--- config.mk ---
export PLATFORM = sky130hd
export DESIGN_NAME = float_to_posit_8_es3
export DESIGN_NICKNAME = d
export VERILOG_FILES = /design/src/rtl/posit_defines_es3.sv /design/src/rtl/DSR_right_N_S.sv /design/src/rtl/float_extract.sv /design/src/rtl/float_to_posit_8_es3.sv
export SDC_FILE = /design/constraint.sdc
export NUM_CORES = 1
export LEC_CHECK = 0
export ABC_AREA = 1
export BUFFER_PORTS_ARGS = -buffer_cell sky130_fd_sc_hd__buf_4
export CORE_MARGIN = 10
export CORE_UTILIZATION = 58
export CTS_CLUSTER_SIZE = 14
export DETAILED_ROUTE_END_ITERATION = 16
export GPL_TIMING_DRIVEN = 0
export PLACE_DENSITY = 0.8
export SLEW_MARGIN = 5
export SYNTH_ARGS = -nofsm -noshare
export SYNTH_HDL_FRONTEND = slang
export SYNTH_SLANG_ARGS = --single-unit
--- constraint.sdc ---
create_clock -name clk -period 3.3 [get_ports clk]
set_clock_uncertainty 0.2 [all_clocks]
set_input_delay 0.33 -clock clk [delete_from_list [all_inputs] [get_ports clk]]
set_output_delay 0.33 -clock clk [all_outputs]
set_load 0.005 [all_outputs]
--- src/rtl/posit_defines_es3.sv ---
// Shared constants and types for the posit<8,3> datapath and its float front end.
package posit_defines_es3;

  localparam int NBITS     = 8;
  localparam int ES        = 3;
  // Largest |scale| a posit<8,3> can represent: maxpos = 2^48, minpos = 2^-48.
  localparam int MAXSCALE  = 48;
  localparam int FBITS_F32 = 23;

  // Unpacked binary32 operand: unbiased scale plus classification flags.
  typedef struct packed {
    logic                  sign;
    logic signed [8:0]     scale;
    logic [FBITS_F32-1:0]  fraction;
    logic                  zero;
    logic                  inf;
    logic                  subnormal;
  } float_value;

endpackage

--- src/rtl/DSR_right_N_S.sv ---
// Logarithmic logical right shifter: c = a >> b, zero fill.
module DSR_right_N_S #(
  parameter int N = 16,
  parameter int S = 4
) (
  input  logic [N-1:0] a,
  input  logic [S-1:0] b,
  output logic [N-1:0] c
);

  logic [N-1:0] stg [0:S];

  assign stg[0] = a;

  for (genvar i = 0; i < S; i++) begin : g_stage
    // Each stage shifts by 2^i when the matching shift-amount bit is set.
    assign stg[i+1] = b[i] ? (stg[i] >> (1 << i)) : stg[i];
  end

  assign c = stg[S];

endmodule

--- src/rtl/float_extract.sv ---
// Combinational binary32 unpacker: field split, classification and unbiasing.
module float_extract
  import posit_defines_es3::*;
(
  input  logic [31:0] f,
  output float_value  fv
);

  logic [7:0]           bexp;
  logic [FBITS_F32-1:0] mant;

  assign bexp = f[30:23];
  assign mant = f[22:0];

  // Classify the operand and remove the exponent bias.
  always_comb begin
    fv           = '0;
    fv.sign      = f[31];
    fv.scale     = $signed({1'b0, bexp}) - 9'sd127;
    fv.fraction  = mant;
    fv.inf       = (bexp == 8'hFF);
    fv.zero      = (bexp == 8'h00) && (mant == '0);
    fv.subnormal = (bexp == 8'h00) && (mant != '0);
  end

endmodule

--- src/rtl/float_to_posit_8_es3.sv ---
// Pipelined binary32 -> posit<8,3> encoder, one conversion per cycle,
// done four edges after start is sampled.
// Build option: FLOAT_TO_POSIT_SUBNORMAL_EN makes subnormals saturate to
// +/-minpos instead of being flushed to zero.
module float_to_posit_8_es3
  import posit_defines_es3::*;
(
  input  logic        clk,
  input  logic        reset,
  input  logic        start,
  input  logic [31:0] in,
  output logic [31:0] result,
  output logic        inf,
  output logic        zero,
  output logic        done
);

  localparam logic signed [8:0] SCALE_HI  = 9'(MAXSCALE);
  localparam logic signed [8:0] SCALE_LO  = 9'sd0 - SCALE_HI;
  localparam logic signed [6:0] SCALE_HI7 = 7'(MAXSCALE);
  localparam logic signed [6:0] SCALE_LO7 = 7'sd0 - SCALE_HI7;
  localparam int                SHW       = 34;

  // ---------------- stage 0 ----------------
  logic [31:0] in_clean;
  logic        start_clean;
  logic        v0;
  logic [31:0] in_q;

  // Unknown input bits are captured as 0 so X never enters the pipeline.
  always_comb begin
    in_clean = '0;
    for (int i = 0; i < 32; i++) in_clean[i] = (in[i] === 1'b1);
    start_clean = (start === 1'b1);
  end

  // Input capture register.
  always_ff @(posedge clk) begin
    if (reset) begin
      v0   <= 1'b0;
      in_q <= '0;
    end else begin
      v0   <= start_clean;
      in_q <= in_clean;
    end
  end

  // ---------------- stage 1 ----------------
  float_value fv;

  float_extract u_extract (
    .f  (in_q),
    .fv (fv)
  );

  logic                  sat_low;
  logic                  zero_c;
  logic signed [6:0]     scale_c;
  logic [FBITS_F32-1:0]  frac_c;

  logic                  v1, sign1, nar1, zero1;
  logic signed [6:0]     scale1;
  logic [FBITS_F32-1:0]  frac1;

  // Clamp the scale into the posit range; a clamped value loses its fraction
  // so it lands exactly on maxpos/minpos.
  always_comb begin
`ifdef FLOAT_TO_POSIT_SUBNORMAL_EN
    sat_low = fv.subnormal || ($signed(fv.scale) < SCALE_LO);
    zero_c  = fv.zero;
`else
    sat_low = $signed(fv.scale) < SCALE_LO;
    zero_c  = fv.zero || fv.subnormal;
`endif
    scale_c = fv.scale[6:0];
    frac_c  = fv.fraction;
    if ($signed(fv.scale) > SCALE_HI) begin
      scale_c = SCALE_HI7;
      frac_c  = '0;
    end else if (sat_low) begin
      scale_c = SCALE_LO7;
      frac_c  = '0;
    end
  end

  // Unpacked-operand register.
  always_ff @(posedge clk) begin
    if (reset) begin
      v1     <= 1'b0;
      sign1  <= 1'b0;
      nar1   <= 1'b0;
      zero1  <= 1'b0;
      scale1 <= '0;
      frac1  <= '0;
    end else begin
      v1     <= v0;
      sign1  <= fv.sign;
      nar1   <= fv.inf;
      zero1  <= zero_c;
      scale1 <= scale_c;
      frac1  <= frac_c;
    end
  end

  // ---------------- stage 2 ----------------
  logic [3:0]     k;
  logic           rbit;
  logic [2:0]     run_len;
  logic [SHW-1:0] shf_in, shf_out, enc;

  // Regime run: k >= 0 gives k+1 ones, k < 0 gives -k zeros. The vector
  // is conditionally inverted around the zero-filling shifter so a run of
  // ones can be produced by the same shift.
  always_comb begin
    k       = scale1[6:3];
    rbit    = ~k[3];
    run_len = rbit ? (k[2:0] + 3'd1) : (3'd0 - k[2:0]);
    shf_in  = {1'b1, {scale1[ES-1:0], frac1, 7'b0} ^ {(SHW-1){rbit}}};
    enc     = shf_out ^ {SHW{rbit}};
  end

  DSR_right_N_S #(.N(SHW), .S(3)) u_regime_shift (
    .a (shf_in),
    .b (run_len),
    .c (shf_out)
  );

  logic       v2, sign2, nar2, zero2, guard2, sticky2;
  logic [6:0] mag2;

  // Truncated encoding plus guard/sticky for rounding.
  always_ff @(posedge clk) begin
    if (reset) begin
      v2      <= 1'b0;
      sign2   <= 1'b0;
      nar2    <= 1'b0;
      zero2   <= 1'b0;
      mag2    <= '0;
      guard2  <= 1'b0;
      sticky2 <= 1'b0;
    end else begin
      v2      <= v1;
      sign2   <= sign1;
      nar2    <= nar1;
      zero2   <= zero1;
      mag2    <= enc[SHW-1 -: 7];
      guard2  <= enc[SHW-8];
      sticky2 <= |enc[SHW-9:0];
    end
  end

  // ---------------- stage 3 ----------------
  logic             rnd;
  logic [NBITS-1:0] mag_rnd, mag_sat, word_c;

  // Round to nearest even, keep the magnitude within [minpos, maxpos],
  // then apply the sign as a two's complement.
  always_comb begin
    rnd     = guard2 & (sticky2 | mag2[0]);
    mag_rnd = {1'b0, mag2} + {7'b0, rnd};
    mag_sat = mag_rnd;
    if (mag_rnd[NBITS-1])    mag_sat = 8'h7F;
    else if (mag_rnd == '0)  mag_sat = 8'h01;
    word_c  = sign2 ? (8'h00 - mag_sat) : mag_sat;
  end

  logic             v3, nar3, zero3;
  logic [NBITS-1:0] word3;

  // Rounded, signed posit word.
  always_ff @(posedge clk) begin
    if (reset) begin
      v3    <= 1'b0;
      nar3  <= 1'b0;
      zero3 <= 1'b0;
      word3 <= '0;
    end else begin
      v3    <= v2;
      nar3  <= nar2;
      zero3 <= zero2;
      word3 <= word_c;
    end
  end

  // Output register: special-case substitution, held while no result is due.
  always_ff @(posedge clk) begin
    if (reset) begin
      done   <= 1'b0;
      result <= '0;
      inf    <= 1'b0;
      zero   <= 1'b0;
    end else begin
      done <= v3;
      if (v3) begin
        if (nar3) begin
          result <= {24'b0, 8'h80};
          inf    <= 1'b1;
          zero   <= 1'b0;
        end else if (zero3) begin
          result <= '0;
          inf    <= 1'b0;
          zero   <= 1'b1;
        end else begin
          result <= {24'b0, word3};
          inf    <= 1'b0;
          zero   <= 1'b0;
        end
      end
    end
  end

endmodule
Yosys cells after proc, flatten, opt, wreduce, memory -nomap -nowiden
Cells that the tools add are included.
- register bits: 126
- bits in writable memories: 0
- logic and storage cells: 95
- output and inout port bits: 35
- memory bits (read-only): 0
- bits in latches: 0
- memories: 0
- bitwise operators: 5
- multiply operators: 0
- add/subtract/negate cells: 5
- shift operators: 0
- reduce and logical (&&, ||, !) cells: 10
- eq/ne operators: 34
- $lt $le $gt $ge: 2
- multiplexer cells: 14
- divide/modulo/power cells: 0
- operators by type and width (cell ; number):
    2-to-1 mux 34 bit ; 3
    XOR 34 bit ; 1
    case equality test 1 bit, second input constant ; 33
    XOR 33 bit ; 1
    OR reduction 26 bit ; 1
    2-to-1 mux 8 bit ; 3
    logical NOT 23 bit ; 1
    nonzero test 23 bit ; 1
    2-to-1 mux 7 bit ; 3
    logical NOT 8 bit ; 2
    > comparator 9 x 7 -> 1 bit, second input constant ; 1
    < comparator 9 x 7 -> 1 bit, second input constant ; 1
    subtractor 8 x 7 -> 9 bit, second input constant ; 1
    adder 7 x 1 -> 8 bit ; 1
    == test 8 bit, second input constant ; 1
    subtractor 1 x 8 -> 8 bit, first input constant ; 1
    2-to-1 mux 6 bit ; 1
    adder 3 x 1 -> 3 bit, second input constant ; 1
    2-to-1 mux 1 bit ; 3
    2-to-1 mux 3 bit ; 1
    OR reduction 3 bit ; 1
    subtractor 1 x 3 -> 3 bit, first input constant ; 1
    logical AND 1 bit ; 2
    OR reduction 2 bit ; 1
    4 further kinds ; 4

Depth between registers and ports, before layout
- word-level depth: 8
- gate-level depth with buffers: 18
- depth with buffers taken out: 18

Cells and area by module
Synthesis repeated with hierarchy kept, for this count alone.
- cell total of the unflattened synthesis: 829
- area total of the unflattened synthesis: 6058.3 µm²
- modules (own cells, without submodules) (module ; cells an instance ; sequential area each (µm²) ; area an instance (µm²) ; instances):
    float_to_posit_8_es3 ; 497 ; 2042.0 ; 4032.6 ; 1
    DSR_right_N_S ; 253 ; 0.0 ; 1570.3 ; 1
    float_extract ; 79 ; 0.0 ; 455.4 ; 1

Worst setup path before layout
Ideal clock, no wire load.
- path type: flip-flop to flip-flop
- start: register mag2[0]
- end: register word3[6]
- stages on the path, launching flop included: 18
- data required time: 2.970 ns
- library setup time: 0.130 ns
- clock period less this slack: 2.459 ns
- arrival time: 2.130 ns
- slack: 0.841 ns
- cell sequence: dfxtp_1 o21a_1 ha_1 ha_1 inv_1 nor2_1 nand3_1 o21ai_0 nand4_1 nand3_1 inv_1 ha_1 inv_1 nor3_1 nand2_1 nand2_1 o21ai_0 a21oi_1
- cells in the longest elaborated chain, start to end: 8
- RTL lines (what ; line ; RTL):
    from (decl) ; float_to_posit_8_es3.sv:129 ; logic [6:0] mag2;
    from (signal assigned) ; float_to_posit_8_es3.sv:146 ; mag2 <= enc[SHW-1 -: 7];
    bitwise OR 1 bit ; float_to_posit_8_es3.sv:159 ; rnd = guard2 & (sticky2 | mag2[0]);
    AND 1 bit ; float_to_posit_8_es3.sv:159 ;
    adder 7 x 1 -> 8 bit * ; float_to_posit_8_es3.sv:160 ; mag_rnd = {1'b0, mag2} + {7'b0, rnd};
    logical NOT 8 bit ; float_to_posit_8_es3.sv:163 ; else if (mag_rnd == '0) mag_sat = 8'h01;
    2-to-1 mux 7 bit ; float_to_posit_8_es3.sv:163 ;
    2-to-1 mux 7 bit * ; float_to_posit_8_es3.sv:162 ; if (mag_rnd[NBITS-1]) mag_sat = 8'h7F;
    subtractor 1 x 8 -> 8 bit ; float_to_posit_8_es3.sv:164 ; word_c = sign2 ? (8'h00 - mag_sat) : mag_sat;
    2-to-1 mux 8 bit * ; float_to_posit_8_es3.sv:164 ;
    to (signal assigned) ; float_to_posit_8_es3.sv:181 ; word3 <= word_c;
    to (decl) ; float_to_posit_8_es3.sv:168 ; logic [NBITS-1:0] word3;
Mark *: on every way between the ends. The rest lies on a longest branch, timed or not.
A chain may end at the register's enable or synchronous reset.

Worst setup path in the final report
Same ends and word-level chain as after synthesis.

==> flow_summary_export.csv <==
group,metric,value,unit
cts,clock_sinks,102,
sta,tns,0,ns
grt,grt_pass1_vias,5137,
cts,root_buffer,"clkbuf_8",
sta,slew_viol_final,0,
cts,htree_levels,3,
floorplanning,dieHeight,119,um
power,ir_drop,0.000284,V
logic_synthesis,ys_seq_area_frac,0.362,
cts,clk_pin_slew_worst_paths,0.12,ns
sta,slew_headroom,0.420,
setup_path,worstPathMaxFanout,3,
placed_design,hpwl,10800,um
routing,drt_iter0_drc,444,
power,cellPowerDensity,429,nW/um^2
logic_synthesis,synth_area,5640,um^2
logic_synthesis,synth_warnings,0,
routing,vias,5476,
placed_design,post-place-cells,1047,
logic_synthesis,synth_simple_gate_area_share,0.377,
logic_synthesis,synth_seq_cells,102,
logic_synthesis,synth_top_family_by_area,"simple AND/OR/NAND/NOR gates",
floorplanning,num_rows,35,
layout,fin_nets,1004,
layout,syn_to_final_growth,19.8,%
layout,stdcell_area,6760,um^2
logic_synthesis,synth_xor_xnor_area_share,0.0477,
placed_design,dpl_cell_area,6220,um^2
routing,routedWlPerCell,13.8,um
routing,ant_nets,0,
layout,drive_above_1_share,0.131,
power,leakagePower,3.34,nW
status,status,"complete, no violations",
sta,fmax,0.338,GHz
routing,dr.pass1.iters,5,
setup_path,critPathKind,"reg2reg",
layout,final_common_cell,"nand2_1",
grt,antenna_found_initial,0,
job,max_cap_viol_count,0,
layout,fin_cells,1096,
placed_design,globalplace.congestion,0.975,
routing,route.detailed.drc,0,
placed_design,numPortBuffers,44,
floorplanning,core,9370,um^2
setup_path,cp-end-kind,"flop",
logic_synthesis,synth_compound_area_frac,0.0552,
routing,via_per_inst,5.00,
logic_synthesis,yosys.cell_types.count,37,
setup_path,startpoint_type,"flop",
floorplanning,num_io_pins,70,
cts,cts_buffer_depth,2,
logic_synthesis,syn_inst,851,
sta,fin_ws,0.344,ns
floorplanning,initial_core_util,0.602,
cts,clock_latency,0.37,ns
cts,numCtsBuffers,9,
floorplanning,die_w,119,um
cts,hold_buffers,33,
sta,period_minus_slack,2.96,ns
sta,hold_violations,0,
cts,cts_resized,0,
power,power,2.90,mW
sta,tightest_slew,0.863,ns
grt,grt_use_total,0.209,
worst_hold_path,hold_path.class,"reg2reg",
sta,period_share,0.896,
floorplanning,die_area,14100,um^2
grt,overflow,0,
placed_design,dp_worst_setup_slack,0.384,ns
cts,cts_tree,"built",
logic_synthesis,avgSynthCellArea,6.63,um^2
layout,diodes,0,
routing,routed_wl,15100,um
sta,whs,0.210,ns
grt,grt_pass1_wl,24400,um
setup_path,critical_path_required,3.33,ns
cts,post-cts-setup-buffers,0,
layout,final_cell_mix,"nand2_1 (258), inv_1 (116), dfxtp_1 (102), nor2_1 (87), nand3_1 (86)",
sta,setup_viol,0,
logic_synthesis,synth_fa_ha_area_frac,0.0155,
sta,rsz0062_at_grt,"false",
layout,postLayoutCoreUtil,0.721,
setup_path,critPathArrivalTime,2.99,ns
grt,grt_max_degree,22,
logic_synthesis,muxShareOfSynthArea,0,
==> Yosys cell counts <==
master	instances	area share
nand3_4	1	0.0031
nor3_1	6	0.0053
conb_1	1	0.00066
clkinv_1	2	0.0013
or2_2	3	0.0033
clkbuf_1	21	0.014
o21a_1	1	0.0013
ha_1	7	0.016
or2_1	2	0.0022
buf_1	2	0.0013
nor2_1	87	0.058
inv_2	1	0.00066
buf_6	3	0.0060
nand2_1	258	0.17
nor4_1	1	0.0011
o21ai_2	1	0.0016
o31ai_4	1	0.0038
o21ai_0	18	0.016
nor2_4	20	0.040
xnor2_1	12	0.019
a31oi_1	2	0.0022
or2_0	1	0.0011
a21oi_1	26	0.023
and2_1	1	0.0011
buf_2	6	0.0053
inv_1	116	0.077
dfxtp_1	102	0.36
xor2_2	2	0.0058
o31ai_1	1	0.0013
xor2_1	15	0.023
nand4_1	10	0.011
o21ai_1	5	0.0044
buf_4	27	0.036
a311oi_1	1	0.0016
nand3_2	1	0.0018
nor2_2	1	0.0011
nand3_1	86	0.076
==> worst paths after layout <==
| path | startpoint | to | slack [ns] | cells after the start |
|---|---|---|---|---|
| worst min register to register | v2 | v3 | 0.21 | 2 |
| worst min-delay path | v2 | v3 | 0.21 | 2 |
| worst max register to register | mag2[0] | word3[6] | 0.34 | 17 |
| worst max-delay path | mag2[0] | word3[6] | 0.34 | 17 |
==> critical path, cell delays in order, from the launching register on <==
cell     delay [ns]
dfxtp_1        0.36
o21a_1         0.11
ha_1           0.16
ha_1           0.16
inv_1          0.06
nor2_1         0.16
nand3_1        0.11
o21ai_0        0.34
nand4_1        0.21
nand3_1        0.16
inv_1          0.05
ha_1           0.19
inv_1          0.10
nor3_1         0.08
nand2_1        0.06
nand2_1        0.06
o21ai_0        0.17
a21oi_1        0.09
==> flip-flops by register name, summed over array words and instances, names as in the netlist, 7 cells and up <==
| register | cells |
|---|---|
| word3 | 8 |
| in_q | 32 |
| frac1 | 23 |
| result | 8 |
| scale1 | 7 |
| mag2 | 7 |
==> logic make-up after synthesis <==
logic type / Yosys count
xor gates and xnor gates: 29
buffers and inverters: 178
DFF: 102
other: 1
adders and majority gates: 7
and+or+nand+nor: 478
AOI/OAI and AO/OA: 56
==> routing by layer <==
| layer | global-route usage | vias up | routed length [um] |
|---|---|---|---|
| li1 | - | 2786 | - |
| met4 | 0.0664 | 0 | 220 |
| met5 | 0 | - | 0 |
| met3 | 0.0585 | 19 | 1180 |
| met2 | 0.340 | 207 | 7010 |
| met1 | 0.262 | 2464 | 6700 |
==> final cells by class <==
class                   count  area, um^2
inverters                 119         447
plain buffers              59         353
flip-flops and latches    102        2040
well taps                 129         161
clock inverters             7        86.3
fillers                   756        2610
repair buffers             77         661
clock buffers               9         124
multi-input cells         594        2890
==> power breakdown <==
part | switching (mW) | internal, mW
Clock | 0.496 | 0.309
Combinational | 0.483 | 0.286
Sequential | 0.0332 | 1.29
Total | 1.01 | 1.89
Power figures use the tool's default switching activity.
